$ cat config.mk
export PLATFORM = sky130hd
export DESIGN_NAME = lfsr_checker_win
export DESIGN_NICKNAME = d
export VERILOG_FILES = /design/src/rtl/lfsr_checker_win.sv
export SDC_FILE = /design/constraint.sdc
export NUM_CORES = 1
export LEC_CHECK = 0
export CAP_MARGIN = 20
export CORE_MARGIN = 3
export CORE_UTILIZATION = 25
export CTS_BUF_LIST = sky130_fd_sc_hd__clkbuf_16
export DETAILED_ROUTE_END_ITERATION = 7
export HOLD_SLACK_MARGIN = 0.15
export SYNTH_ARGS = -nofsm -noshare
export SYNTH_HDL_FRONTEND = slang
export SYNTH_SLANG_ARGS = --single-unit
$ cat constraint.sdc
create_clock -name clk -period 2.35 [get_ports clk]
set_clock_uncertainty 0.2 [all_clocks]
set_input_delay 0.235 -clock clk [delete_from_list [all_inputs] [get_ports clk]]
set_output_delay 0.235 -clock clk [all_outputs]
set_load 0.1 [all_outputs]
$ cat src/rtl/lfsr_checker_win.sv
// lfsr_checker_win: loss-of-lock window for the PRBS checker.
// Counts accepted bits in windows of LOSS_WINDOW; errors inside one window
// are accumulated and a loss pulse is raised on the mismatching bit that
// brings the window count to LOSS_THRESH.
// Ports:
//   clk, reset - clock, asynchronous active-high reset
//   clear      - restart window and error count (checker entering SEED)
//   acc        - a bit was accepted while LOCKED
//   mis        - the accepted bit mismatched the expected bit
//   loss       - combinational pulse: this bit reaches the threshold
module lfsr_checker_win #(
  parameter int unsigned LOSS_WINDOW = 64,
  parameter int unsigned LOSS_THRESH = 4
) (
  input  logic clk,
  input  logic reset,
  input  logic clear,
  input  logic acc,
  input  logic mis,
  output logic loss
);

  localparam int unsigned WCW = $clog2(LOSS_WINDOW + 1);
  localparam int unsigned ECW = $clog2(LOSS_THRESH + 1);

  logic [WCW-1:0] wcnt_q, wcnt_d;
  logic [ECW-1:0] werr_q, werr_d;

  // Kept independent of clear: the FSM derives clear from loss.
  assign loss = acc && mis && (werr_q == ECW'(LOSS_THRESH - 1));

  always_comb begin
    wcnt_d = wcnt_q;
    werr_d = werr_q;
    if (clear) begin
      wcnt_d = '0;
      werr_d = '0;
    end else if (acc) begin
      if (mis) werr_d = werr_q + ECW'(1);
      if (wcnt_q == WCW'(LOSS_WINDOW - 1)) begin
        wcnt_d = '0;
        werr_d = '0;
      end else begin
        wcnt_d = wcnt_q + WCW'(1);
      end
    end
  end

  always_ff @(posedge clk or posedge reset) begin
    if (reset) begin
      wcnt_q <= '0;
      werr_q <= '0;
    end else begin
      wcnt_q <= wcnt_d;
      werr_q <= werr_d;
    end
  end

endmodule

=== Word level (Yosys, flattened, before mapping) ===
Index checks and enable logic that the tools add are counted.

* Register bits: 10
* Output and inout bits: 1
* Word-level logic and storage cells: 18

* Reduce and logical (&&, ||, !) cells: 5
* Multiplexer cells: 7
* Equal/unequal tests: 2
* Add/subtract/negate cells: 2

{| class="wikitable"
|+ Operator list
! cell !! count
|-
| 2-to-1 mux 7 bit || 3
|-
| 2-to-1 mux 3 bit || 4
|-
| adder 7 x 1 -> 7 bit (second input constant) || 1
|-
| equality test 7 x 6 -> 1 bit (second input constant) || 1
|-
| adder 3 x 1 -> 3 bit (second input constant) || 1
|-
| equality test 3 x 2 -> 1 bit (second input constant) || 1
|-
| nonzero test 3 bit || 1
|-
| logical AND 1 bit || 2
|-
| AND reduction 2 bit || 1
|-
| nonzero test 2 bit || 1
|}

=== Longest topological paths before layout ===
* Depth after elaboration: 5
* Depth in mapped cells: 4
* Gate-level depth less buffers: 4

=== Least setup slack after synthesis ===
OpenSTA, ideal clock, no wires.

* Path type: reg2out
* Start: reg werr_q[0]
* End: out loss
* Arrival time: 1.388 ns
* Path buffers: 0
* Slack: 0.527 ns
* Stages on the path, launching flop included: 4
* Path through: dfrtp_1 > ha_1 > ha_1 > and3_1

* Cells in the longest elaborated chain, start to end: 2

{| class="wikitable"
|+ Ends and longest elaborated chain
! item !! RTL line !! text
|-
| from (decl) || 27 || <nowiki>logic [ECW-1:0] werr_q, werr_d;</nowiki>
|-
| from (signal assigned) || 55 || <nowiki>werr_q <= werr_d;</nowiki>
|-
| equality test 3 x 2 -> 1 bit || 30 || <nowiki>assign loss = acc && mis && (werr_q == ECW'(LOSS_THRESH - 1));</nowiki>
|-
| logical AND 1 bit || 30 ||
|-
| to (decl) || 20 || <nowiki>output logic loss</nowiki>
|}

No other way between the ends.

=== Worst setup path after layout ===
Same ends and word-level chain as after synthesis.

==> results.txt <==
Status: finished clean
Die W: 53.1 um
Routed via count: 421
Critical Path Fanout Max: 3
Routed len/inst: 11.4 um
# DRC: 0
Largest net degree at the start of global routing: 14
Yosys warning count: 0
Leakage: 0.311 nW
All-layer global routing usage: 10.1%
Initial Util: 27.4%
Routability cong.: 0.711
Worst r2r dst: werr_q[2]
Clock sink count: 10
# Post-CTS Setup Buffers: 0
Syn Nets: 61
Core ar.: 2020 sq um
Site Rows: 16
Inserted Diodes: 0
Most used cell, CP: ha_1
Main combinational cell family by area after synthesis: simple AND/OR/NAND/NOR gates
Min-delay src: werr_q[1]
Commonest non-fill, non-tap cells in the layout: dfrtp_1, nor2_1, clkdlybuf4s50_1
Final setup viols: 0
Area growth, synth to finish: 34.1%
Actual slew at the worst max-slew pin: 419 ps
Die Ht: 53.1 um
Maximum clock insertion buffer count: 2
XOR/XNOR Fraction of Synth Area: 6.32%
Final hold violations: 0
Top cell type's share of synthesized area: 45.1%
Antenna-violating nets left: 0
Synth Area in Adders: 6.77%
Yosys reg bits: 10
Grt ovf: 0
Post-route cell area: 743 sq um
Fillcell total: 206
Via density: 4.68
Placed cell area: 654 sq um
Worst r2r src: werr_q[0]
Worst setup EP type: primary output
Max-slew violations: 0
Worst-path clk slew: 40 ps
Routed wire length: 1.03 mm
Worst r2r path cells: 4
CP delay by family, top: flip-flops
HPWL after DPL: 742 um
Post-synthesis instance area: 554 sq um
Vias in the first global route: 437
Startpoint class of the critical path: register
Commonest non-fill, non-tap cell in the layout: dfrtp_1
Avg Cell Area, Syn: 10.5 sq um
# nets final: 72
Max H-tree Level: 1
Total Power: 0.528 mW
Complex-gate fraction of the synthesized area: 14.9%
Arr. time, crit path: 1350 ps
Worst Hold Depth: 2
Crit path time final: 1790 ps
Synth area leader: dfrtp_1
Clock Latency Late Sink: 240 ps
TritonCTS clock tree: yes
Die area: 2820 sq um
Maximum clock rate: 0.559 GHz
Top Ports: 6
1st-iter DRT viols: 1
Netlist cell types: 27
Crit path kind: reg -> out
Synth area leaders: dfrtp_1, ha_1, xor2_1
DRT Pass-1 Iters: 3
Synth Area in Simple Gates: 19.4%
Max-cap violation count: 0
WHS: 305 ps
Seq/Total Area, Yosys: 45.1%
Hold Path Class: reg -> reg
Layout cells sized above 1: 15.9%
Worst vdd ir: 0.348 mV
Worst Path Required: 1910 ps
RSZ-0062 raised after global routing: no
First-pass GRT wire length: 1.88 mm
Setup_tns: 0 ps
Post-synthesis mux area share: 3.84%
Fin crit share: 76.2%
Port Buffer Count: 5
Initial antenna violation count: 0
WHS Endpoint: werr_q[1]
Worst reg2reg setup slack: 790 ps
Slowest stage cell on the critical path: dfrtp_1
Clk Tree Root Cell: clkbuf_16
Chain of cells forming the critical path: ha_1, ha_1, and3_1, buf_12
Critical Path Max Stage Delay: 400 ps
Post_cts resized: 0
Cells after synthesis: 53
Inserted Clock Buffers: 3
WP buf/inv: 1
Pwr dens: 710 nW/um^2
Relative slew slack: 71.9%
## cells in the mapped netlist
library cell  number
or3_1              1
dfrtp_1           10
nand4_1            2
nand3_2            1
o211ai_1           1
nand2_1            3
o32ai_1            2
nor3b_2            1
a21oi_1            1
buf_2              1
o2111ai_1          1
o31ai_1            1
inv_1              3
nand2b_1           2
a211oi_1           1
clkbuf_1           1
nor2_1             6
a221oi_2           1
ha_1               3
o21ai_0            1
xor2_1             3
mux2_2             1
nor3b_1            1
a2bb2oi_1          1
xnor2_1            1
mux2i_1            1
and3_1             2
## layout make-up
class	instances	area, sq um	area share (%)
repair buffers	8	85.1	11.4
multi-input cells	38	284	38.2
clock buffers	3	75.1	10.1
well taps	27	33.8	4.55
clock inverters	1	3.75	0.505
inverters	3	11.3	1.52
flip-flops and latches	10	250	33.7
## sequential cells by signal, indices dropped and copies added (netlist names)
register  cells
wcnt_q        7
werr_q        3
## through the flow
stage / cells / util [%] / worst slack (ps)
floorplan: 53 / - / 527
detailed placement: 85 / 32.4 / 433
CTS: 90 / 36.8 / 550
finish: 90 / 36.8 / 560
global placement: 85 / 32.4 / 514
global route: 90 / 36.8 / 505
## layer usage
layer	global-route usage, %	part of all wire [%]
met5	0	0
met4	10.6	4.1
met3	4.79	5.0
met2	14.0	44
met1	10.6	47
## timing repair
action | CTS | global route
hold buffers | 1 | 0
setup endpoints to repair | 0 | 0
endpoints found under the hold margin | 10 | 0
## where the power goes
part           internal [mW]  switching (mW)
Combinational         0.0211          0.0205
Sequential             0.179         0.00632
Clock                  0.223          0.0779
Total                  0.423           0.105
## worst register-to-register path, stage by stage (launching register included)
cell,delay [ps]
dfrtp_1,400
ha_1,220
ha_1,270
a2bb2oi_1,150
o32ai_1,220
## cell families (layout without fill, tap and decap cells)
group / count (synthesis) / count (layout)
AOI/OAI and AO/OA: 10 / 10
xor gates and xnor gates: 4 / 4
adders and majority gates: 3 / 3
buffers and inverters: 5 / 15
DFF: 10 / 10
muxes: 2 / 2
and+or+nand+nor: 19 / 19
## worst max path at each step
stage                          from   endpoint  slack [ps]  cells past startpoint
after floorplan           werr_q[0]       loss         530                      3
after global placement          acc  wcnt_q[5]         510                      4
after detailed placement        acc  wcnt_q[5]         430                      4
after CTS                 werr_q[0]       loss         550                      4
after global routing      werr_q[0]       loss         500                      4
final                     werr_q[0]       loss         560                      4
(Power assumes the default switching activity.)
